==> src/rtl/dmem_arbiter.sv <==
// dmem_arbiter: round-robin arbiter and sequencer for two masters (CPU port A,
// secondary port B) sharing the data-memory / memory-mapped I/O port.
// One transaction in flight at a time. Reads return after MEM_RD_LAT cycles.
module dmem_arbiter #(
   parameter int unsigned DBITS      = 32,
   parameter int unsigned MEM_RD_LAT = 1
) (
   input  logic             clk,
   input  logic             reset,
   // port A (CPU load/store)
   input  logic             a_req,
   input  logic             a_we,
   input  logic [DBITS-1:0] a_addr,
   input  logic [DBITS-1:0] a_wdata,
   output logic             a_gnt,
   output logic             a_done,
   output logic [DBITS-1:0] a_rdata,
   // port B (debug loader / DMA)
   input  logic             b_req,
   input  logic             b_we,
   input  logic [DBITS-1:0] b_addr,
   input  logic [DBITS-1:0] b_wdata,
   output logic             b_gnt,
   output logic             b_done,
   output logic [DBITS-1:0] b_rdata,
   // memory side
   output logic             mem_we,
   output logic [DBITS-1:0] mem_addr,
   output logic [DBITS-1:0] mem_wdata,
   input  logic [DBITS-1:0] mem_rdata,
   // status
   output logic             busy,
   output logic             owner
);

   localparam int unsigned CNT_W = 3;

   localparam logic [1:0] ST_IDLE  = 2'd0;
   localparam logic [1:0] ST_ISSUE = 2'd1;
   localparam logic [1:0] ST_RWAIT = 2'd2;

   localparam logic PORT_A = 1'b0;
   localparam logic PORT_B = 1'b1;

   logic [1:0]       state_q,     state_d;
   logic             we_q,        we_d;
   logic             last_q,      last_d;
   logic             owner_q,     owner_d;
   logic [CNT_W-1:0] cnt_q,       cnt_d;
   logic             mem_we_q,    mem_we_d;
   logic [DBITS-1:0] mem_addr_q,  mem_addr_d;
   logic [DBITS-1:0] mem_wdata_q, mem_wdata_d;
   logic             a_done_q,    a_done_d;
   logic             b_done_q,    b_done_d;
   logic [DBITS-1:0] a_rdata_q,   a_rdata_d;
   logic [DBITS-1:0] b_rdata_q,   b_rdata_d;

   logic             sel_b_c;
   logic             a_gnt_c;
   logic             b_gnt_c;

   // State and output registers; synchronous reset abandons any transaction.
   always_ff @(posedge clk) begin
      if (reset) begin
         state_q     <= ST_IDLE;
         we_q        <= 1'b0;
         last_q      <= PORT_B;
         owner_q     <= PORT_A;
         cnt_q       <= '0;
         mem_we_q    <= 1'b0;
         mem_addr_q  <= '0;
         mem_wdata_q <= '0;
         a_done_q    <= 1'b0;
         b_done_q    <= 1'b0;
         a_rdata_q   <= '0;
         b_rdata_q   <= '0;
      end else begin
         state_q     <= state_d;
         we_q        <= we_d;
         last_q      <= last_d;
         owner_q     <= owner_d;
         cnt_q       <= cnt_d;
         mem_we_q    <= mem_we_d;
         mem_addr_q  <= mem_addr_d;
         mem_wdata_q <= mem_wdata_d;
         a_done_q    <= a_done_d;
         b_done_q    <= b_done_d;
         a_rdata_q   <= a_rdata_d;
         b_rdata_q   <= b_rdata_d;
      end
   end

   // Arbitration, sequencing and next values of the registered outputs.
   always_comb begin
      state_d     = state_q;
      we_d        = we_q;
      last_d      = last_q;
      owner_d     = owner_q;
      cnt_d       = cnt_q;
      mem_we_d    = 1'b0;
      mem_addr_d  = mem_addr_q;
      mem_wdata_d = mem_wdata_q;
      a_done_d    = 1'b0;
      b_done_d    = 1'b0;
      a_rdata_d   = a_rdata_q;
      b_rdata_d   = b_rdata_q;
      sel_b_c     = 1'b0;
      a_gnt_c     = 1'b0;
      b_gnt_c     = 1'b0;

      case (state_q)
         ST_IDLE: begin
            if (a_req || b_req) begin
               // B wins only when A is absent or A was served last.
               sel_b_c     = b_req && (!a_req || (last_q == PORT_A));
               a_gnt_c     = !sel_b_c;
               b_gnt_c     = sel_b_c;
               owner_d     = sel_b_c;
               last_d      = sel_b_c;
               we_d        = sel_b_c ? b_we    : a_we;
               mem_we_d    = sel_b_c ? b_we    : a_we;
               mem_addr_d  = sel_b_c ? b_addr  : a_addr;
               mem_wdata_d = sel_b_c ? b_wdata : a_wdata;
               state_d     = ST_ISSUE;
            end
         end

         ST_ISSUE: begin
            if (we_q) begin
               a_done_d = (owner_q == PORT_A);
               b_done_d = (owner_q == PORT_B);
               state_d  = ST_IDLE;
            end else begin
               cnt_d   = CNT_W'(MEM_RD_LAT);
               state_d = ST_RWAIT;
            end
         end

         ST_RWAIT: begin
            if (cnt_q <= CNT_W'(1)) begin
               if (owner_q == PORT_A) begin
                  a_rdata_d = mem_rdata;
                  a_done_d  = 1'b1;
               end else begin
                  b_rdata_d = mem_rdata;
                  b_done_d  = 1'b1;
               end
               state_d = ST_IDLE;
            end else begin
               cnt_d = cnt_q - CNT_W'(1);
            end
         end

         default: begin
            state_d = ST_IDLE;
         end
      endcase
   end

   // Grants are combinational and suppressed while reset is asserted.
   assign a_gnt     = a_gnt_c & ~reset;
   assign b_gnt     = b_gnt_c & ~reset;
   assign a_done    = a_done_q;
   assign b_done    = b_done_q;
   assign a_rdata   = a_rdata_q;
   assign b_rdata   = b_rdata_q;
   assign mem_we    = mem_we_q;
   assign mem_addr  = mem_addr_q;
   assign mem_wdata = mem_wdata_q;
   assign busy      = (state_q != ST_IDLE);
   assign owner     = owner_q;

endmodule

==> config.mk <==
export PLATFORM = sky130hd
export DESIGN_NAME = dmem_arbiter
export DESIGN_NICKNAME = d
export VERILOG_FILES = /design/src/rtl/dmem_arbiter.sv
export SDC_FILE = /design/constraint.sdc
export NUM_CORES = 1
export LEC_CHECK = 0
export ABC_AREA = 1
export BUFFER_PORTS_ARGS = -buffer_cell sky130_fd_sc_hd__buf_2
export CAP_MARGIN = 20
export CORE_MARGIN = 5
export CORE_UTILIZATION = 25
export CTS_BUF_LIST = sky130_fd_sc_hd__clkbuf_16
export CTS_CLUSTER_SIZE = 16
export DETAILED_ROUTE_END_ITERATION = 10
export PLACE_DENSITY = 0.51
export SETUP_SLACK_MARGIN = 0.1
export SKIP_LAST_GASP = 1
export SLEW_MARGIN = 20
export SYNTH_ARGS = -nofsm -noshare
export SYNTH_HDL_FRONTEND = slang
export SYNTH_SLANG_ARGS = --single-unit
==> constraint.sdc <==
create_clock -name clk -period 1.8 [get_ports clk]
set_input_delay 0.27 -clock clk [delete_from_list [all_inputs] [get_ports clk]]
set_output_delay 0.27 -clock clk [all_outputs]
set_load 0.05 [all_outputs]
-- After elaboration in Yosys (flattened, before gate mapping)
Index checks and enable logic that the tools add are counted.
- shift-type cells: 0
- reductions and logical operators: 14
- $add $sub $neg: 1
- multiply operators: 0
- equality and inequality tests: 6
- order comparisons: 1
- mux-type cells: 22
- bitwise operators: 7
- divide/modulo/power cells: 0
- operators by type and width (operator ; count):
    two-way mux 32 bit ; 2
    two-way mux 1 bit ; 11
    AND reduction 3 bit ; 3
    != test 2 bit (second input constant) ; 4
    two-way mux 2 bit ; 3
    two-way mux 3 bit ; 2
    case mux 2 bit (3 select lines) ; 1
    case mux 3 bit (2 select lines) ; 1
    NOT 1 bit ; 5
    case mux 1 bit (2 select lines) ; 2
    AND reduction 2 bit ; 2
    nonzero test 2 bit ; 2
    less-or-equal comparator 3 x 1 -> 1 bit (second input constant) ; 1
    OR reduction 3 bit ; 1
    subtractor 3 x 1 -> 3 bit (second input constant) ; 1
    bitwise AND 1 bit ; 2
    equality test 2 x 1 -> 1 bit (second input constant) ; 1
    equality test 2 bit (second input constant) ; 1
    logical NOT 1 bit ; 2
    logical NOT 2 bit ; 1
    logical OR 1 bit ; 2
    logical AND 1 bit ; 1
- memory bits (writable): 0
- latch bits: 0
- input port bits: 166
- memory bits (read-only): 0
- memories: 0
- bits in registers: 139

-- Logic depth before layout (Yosys ltp)
- word-level depth: 7
- mapped depth: 9
- mapped depth without buffers: 9

-- Worst setup path after synthesis
Ideal clock, no wire load.
- path type: register to output
- start: register state_q[0]
- end: output port a_gnt
- path slack: -258 ps
- required time: 1530 ps
- data arrival time: 1788 ps
- buffers on the path: 1
- stages on the path, launching flop included: 8
- path through: dfxtp_1 > inv_1 > ha_1 > inv_2 > a21oi_2 > buf_4 > nand2_1 > nor2_1
- cells in the longest elaborated chain, start to end: 3
- ends and longest elaborated chain (what ; line ; source):
    from (decl) ; 45 ; logic [1:0] state_q, state_d;
    from (signal assigned) ; 78 ; state_q <= state_d;
    logical NOT 2 bit ; 111 ; case (state_q)
    two-way mux 1 bit ; 111 ;
    bitwise AND 1 bit ; 161 ; assign a_gnt = a_gnt_c & ~reset;
    to (decl) ; 15 ; output logic a_gnt,
No other way between the ends.

-- Worst setup path after layout
Same ends and word-level chain as after synthesis.

==> flow_summary.toml <==
[status]
outcome = "completed"

[worst_setup_path]
crit_path_start_kind = "flip-flop"
worst_ep_arrival_time_ps = 1460
r2r_end = "mem_addr[8]$_SDFFE_PP0P_"
critPathSlowestCell = "dfxtp_2"
end_kind = "primary output"
crit_buf_inv = 3
reg2regPathDepth = 9
r2r_setup_slack_ps = 250
required_ps = 1530
crit_path_max_incr_delay_ps = 330
crit_chain = "inv_2, ha_4, inv_4, a21oi_4, nand2_2, nor2_4, buf_8"
reg2reg_from = "state_q[0]$_SDFFE_PP0P_"
crit_fanout = 3
crit_family = "flip-flops"
path_class = "flip-flop to primary output"

[yosys]
synth_top_area_share_pct = 47.30
yosysMostFrequentCell = "nand2_1"
synth_commonest_cells = "nand2_1 (213), dfxtp_1 (139), a21oi_1 (132)"
synth.avg_cell_area_um2 = 7.345
yosysWarnings = 0
synth_area_leaders = "dfxtp_1 (47%), nand2_1 (14%), a21oi_1 (11%)"
synth-edff-count = 0
post_synth_instance_area_um2 = 5883
ys.flop_type = "dfxtp_1"
synth_largest_area_cell = "dfxtp_1"
async_reset_ff_share_pct = 0
synth_seq_cells = 139
synthDistinctLibCells = 21
syn_nets = 972
seq_area_frac_synth_pct = 47.30
syn_inst = 801

[floorplan]
die_x_um = 163.4
die_h_um = 163.4
num_rows = 56
coreArea_um2 = 23330
start_util_pct = 25.21
io_pins = 301
dieArea_um2 = 26700

[finish]
fillCellCount = 2578
insertedDiodeCount = 0
final_area_um2 = 8402
area_growth_syn_to_layout_pct = 42.81
final_nets = 1246
final_util_pct = 36.01
multi_input_area_um2 = 2684
ff_latch_area_um2 = 2785
layout-drive-gt1-share_pct = 34.59

[clock_tree]
h-tree-depth = 4
cts.sinks = 139
clock-root-buffer = "clkbuf_16"
numCtsBuffers = 17
cts.clk_slew.worst_paths_ps = 70
clockBufferDepth = 2
postCtsHoldBufs = 0
insertion_delay_ps = 410
cts_tree = "built"

[flow_run]
maxCapViolations = 0

[power]
cellLeakagePower_nw = 3.917
power_frac_seq_pct = 31.7
internal-power_w = 0.007081
power.switching_w = 0.004585
pwr-share-clk_pct = 33.2
cellPowerDensity_nw_per_um2 = 1389
swShare_pct = 39.30
pwr-share-comb_pct = 35.1
peakVddDrop_mv = 0.6247

[routing]
drt_wl_total_um = 21190
drtPass1Iterations = 4
viasPerCell = 4.539
wl_per_cell_um = 15.07
antenna_left = 0
drtIter0Drc = 460
drc = 0
num_vias = 6382

[hold_path]
hold-path-endpoint = "mem_wdata[26]$_SDFFE_PP0P_"
hold_path_depth = 3
worstHoldPathType = "primary input to flip-flop"
min_from = "a_wdata[26]"

[place]
detailed_place_hpwl_um = 14970
post-place-ws_ps = 125.5
placed_cell_area_um2 = 7675
place_congestion = 0.7723
io_buffers = 300

[grt]
top_usage_layer = "met2"
globalRouteOverflowTotal = 0
antenna_found_initial = 1
grt_pass1_vias = 6218
grt_usage_pct = 15.31
grt_first_pass_wirelength_um = 32690
grt_util_met3_pct = 6.384
grt_max_degree = 71
grtUsageMet1_pct = 19.16
grt_util_met2_pct = 24.21

[sta]
min_period_over_period_pct = 95.95
max_freq_ghz = 0.5790
drv_slew = 0
setup_slack_ps = 72.98
worstMarginPinSlew_ps = 486.8
fin_skew_ps = 16.79
tns_ps = 0
hold_viol = 0
setup_viol = 0
period_needed_ps = 1727
max-slew-margin-rel_pct = 67.55
rsz0062_at_grt = "yes"
layout make-up:
cell class	count	area share, %
repair buffers	325	21.68
multi-input cells	574	31.94
clock inverters	14	2.576
inverters	18	0.8340
flip-flops and latches	139	33.15
well taps	319	4.751
clock buffers	17	5.063
state kept, by name, indices dropped and copies added, names as in the netlist:
| name | count |
|---|---|
| mem_wdata | 32 |
| cnt_q | 3 |
| mem_we | 1 |
| state_q | 2 |
| owner | 1 |
| a_done | 1 |
| b_done | 1 |
| mem_addr | 32 |
| a_rdata | 32 |
| we_q | 1 |
| b_rdata | 32 |
| last_q | 1 |
per-layer routing:
layer | vias to the layer above | part of all wire [%]
met5 | - | 0.061
met4 | 2 | 0.80
met3 | 11 | 10
met2 | 240 | 45
met1 | 2896 | 44
li1 | 3233 | -
power by group through the flow:
stage / clock network [W] / registers, W / logic (W)
after floorplan: 0 / 0.00507 / 0.00174
after global placement: 0 / 0.00375 / 0.00404
after detailed placement: 0 / 0.00375 / 0.00406
after CTS: 0.00400 / 0.00369 / 0.00413
after global routing: 0.00415 / 0.00374 / 0.00443
final: 0.00388 / 0.00369 / 0.00409
worst max-delay path by stage:
stage | endpoint | slack (ps) | startpoint | cells past startpoint
after floorplan | b_gnt | 100 | last_q$_SDFFE_PP1P_ | 6
after global placement | a_gnt | 170 | state_q[0]$_SDFFE_PP0P_ | 7
after detailed placement | a_gnt | 130 | state_q[0]$_SDFFE_PP0P_ | 7
after CTS | a_gnt | 40 | state_q[1]$_SDFFE_PP0P_ | 7
after global routing | a_gnt | -10 | state_q[0]$_SDFFE_PP0P_ | 7
final | a_gnt | 70 | state_q[0]$_SDFFE_PP0P_ | 7
stage by stage:
| step | power, W | hold WS [ps] | cells |
|---|---|---|---|
| floorplan | 0.006809 | 405.9 | 801 |
| global placement | 0.007794 | 446.0 | 1369 |
| detailed placement | 0.007808 | 449.0 | 1369 |
| CTS | 0.01183 | 53.56 | 1406 |
| global route | 0.01232 | 58.82 | 1406 |
| finish | 0.01167 | 81.72 | 1406 |
what timing repair did:
item / CTS / global route
setup buffers: 6 / 0
setup endpoints to repair: 3 / 12
gates resized for setup: 13 / 1
pin swaps: 2 / 1
kinds of logic (layout without fill, tap and decap cells):
group                      count (synthesis)  count (layout)  share of synthesized area (%)
AOI/OAI and AO/OA                        201             201                          17.16
DFF                                      139             139                          47.30
and+or+nand+nor                          368             368                          26.75
adders and majority gates                  5               5                          1.063
buffers and inverters                     88             374                          7.720
worst min-delay path: stages:
cell,delay (ps)
buf_2,80
a21oi_1,50
nor2_1,60
cell usage in the layout (no fill, tap or decap), drive strengths merged:
cell      n
a21oi   133
dfxtp   139
clkbuf   17
inv      22
ha        5
nand3    14
nand2   214
o21ai    68
clkinv    5
or2       1
nor2     75
bufinv    5
buf     325
nand4    64
Power figures use the tool's default switching activity.
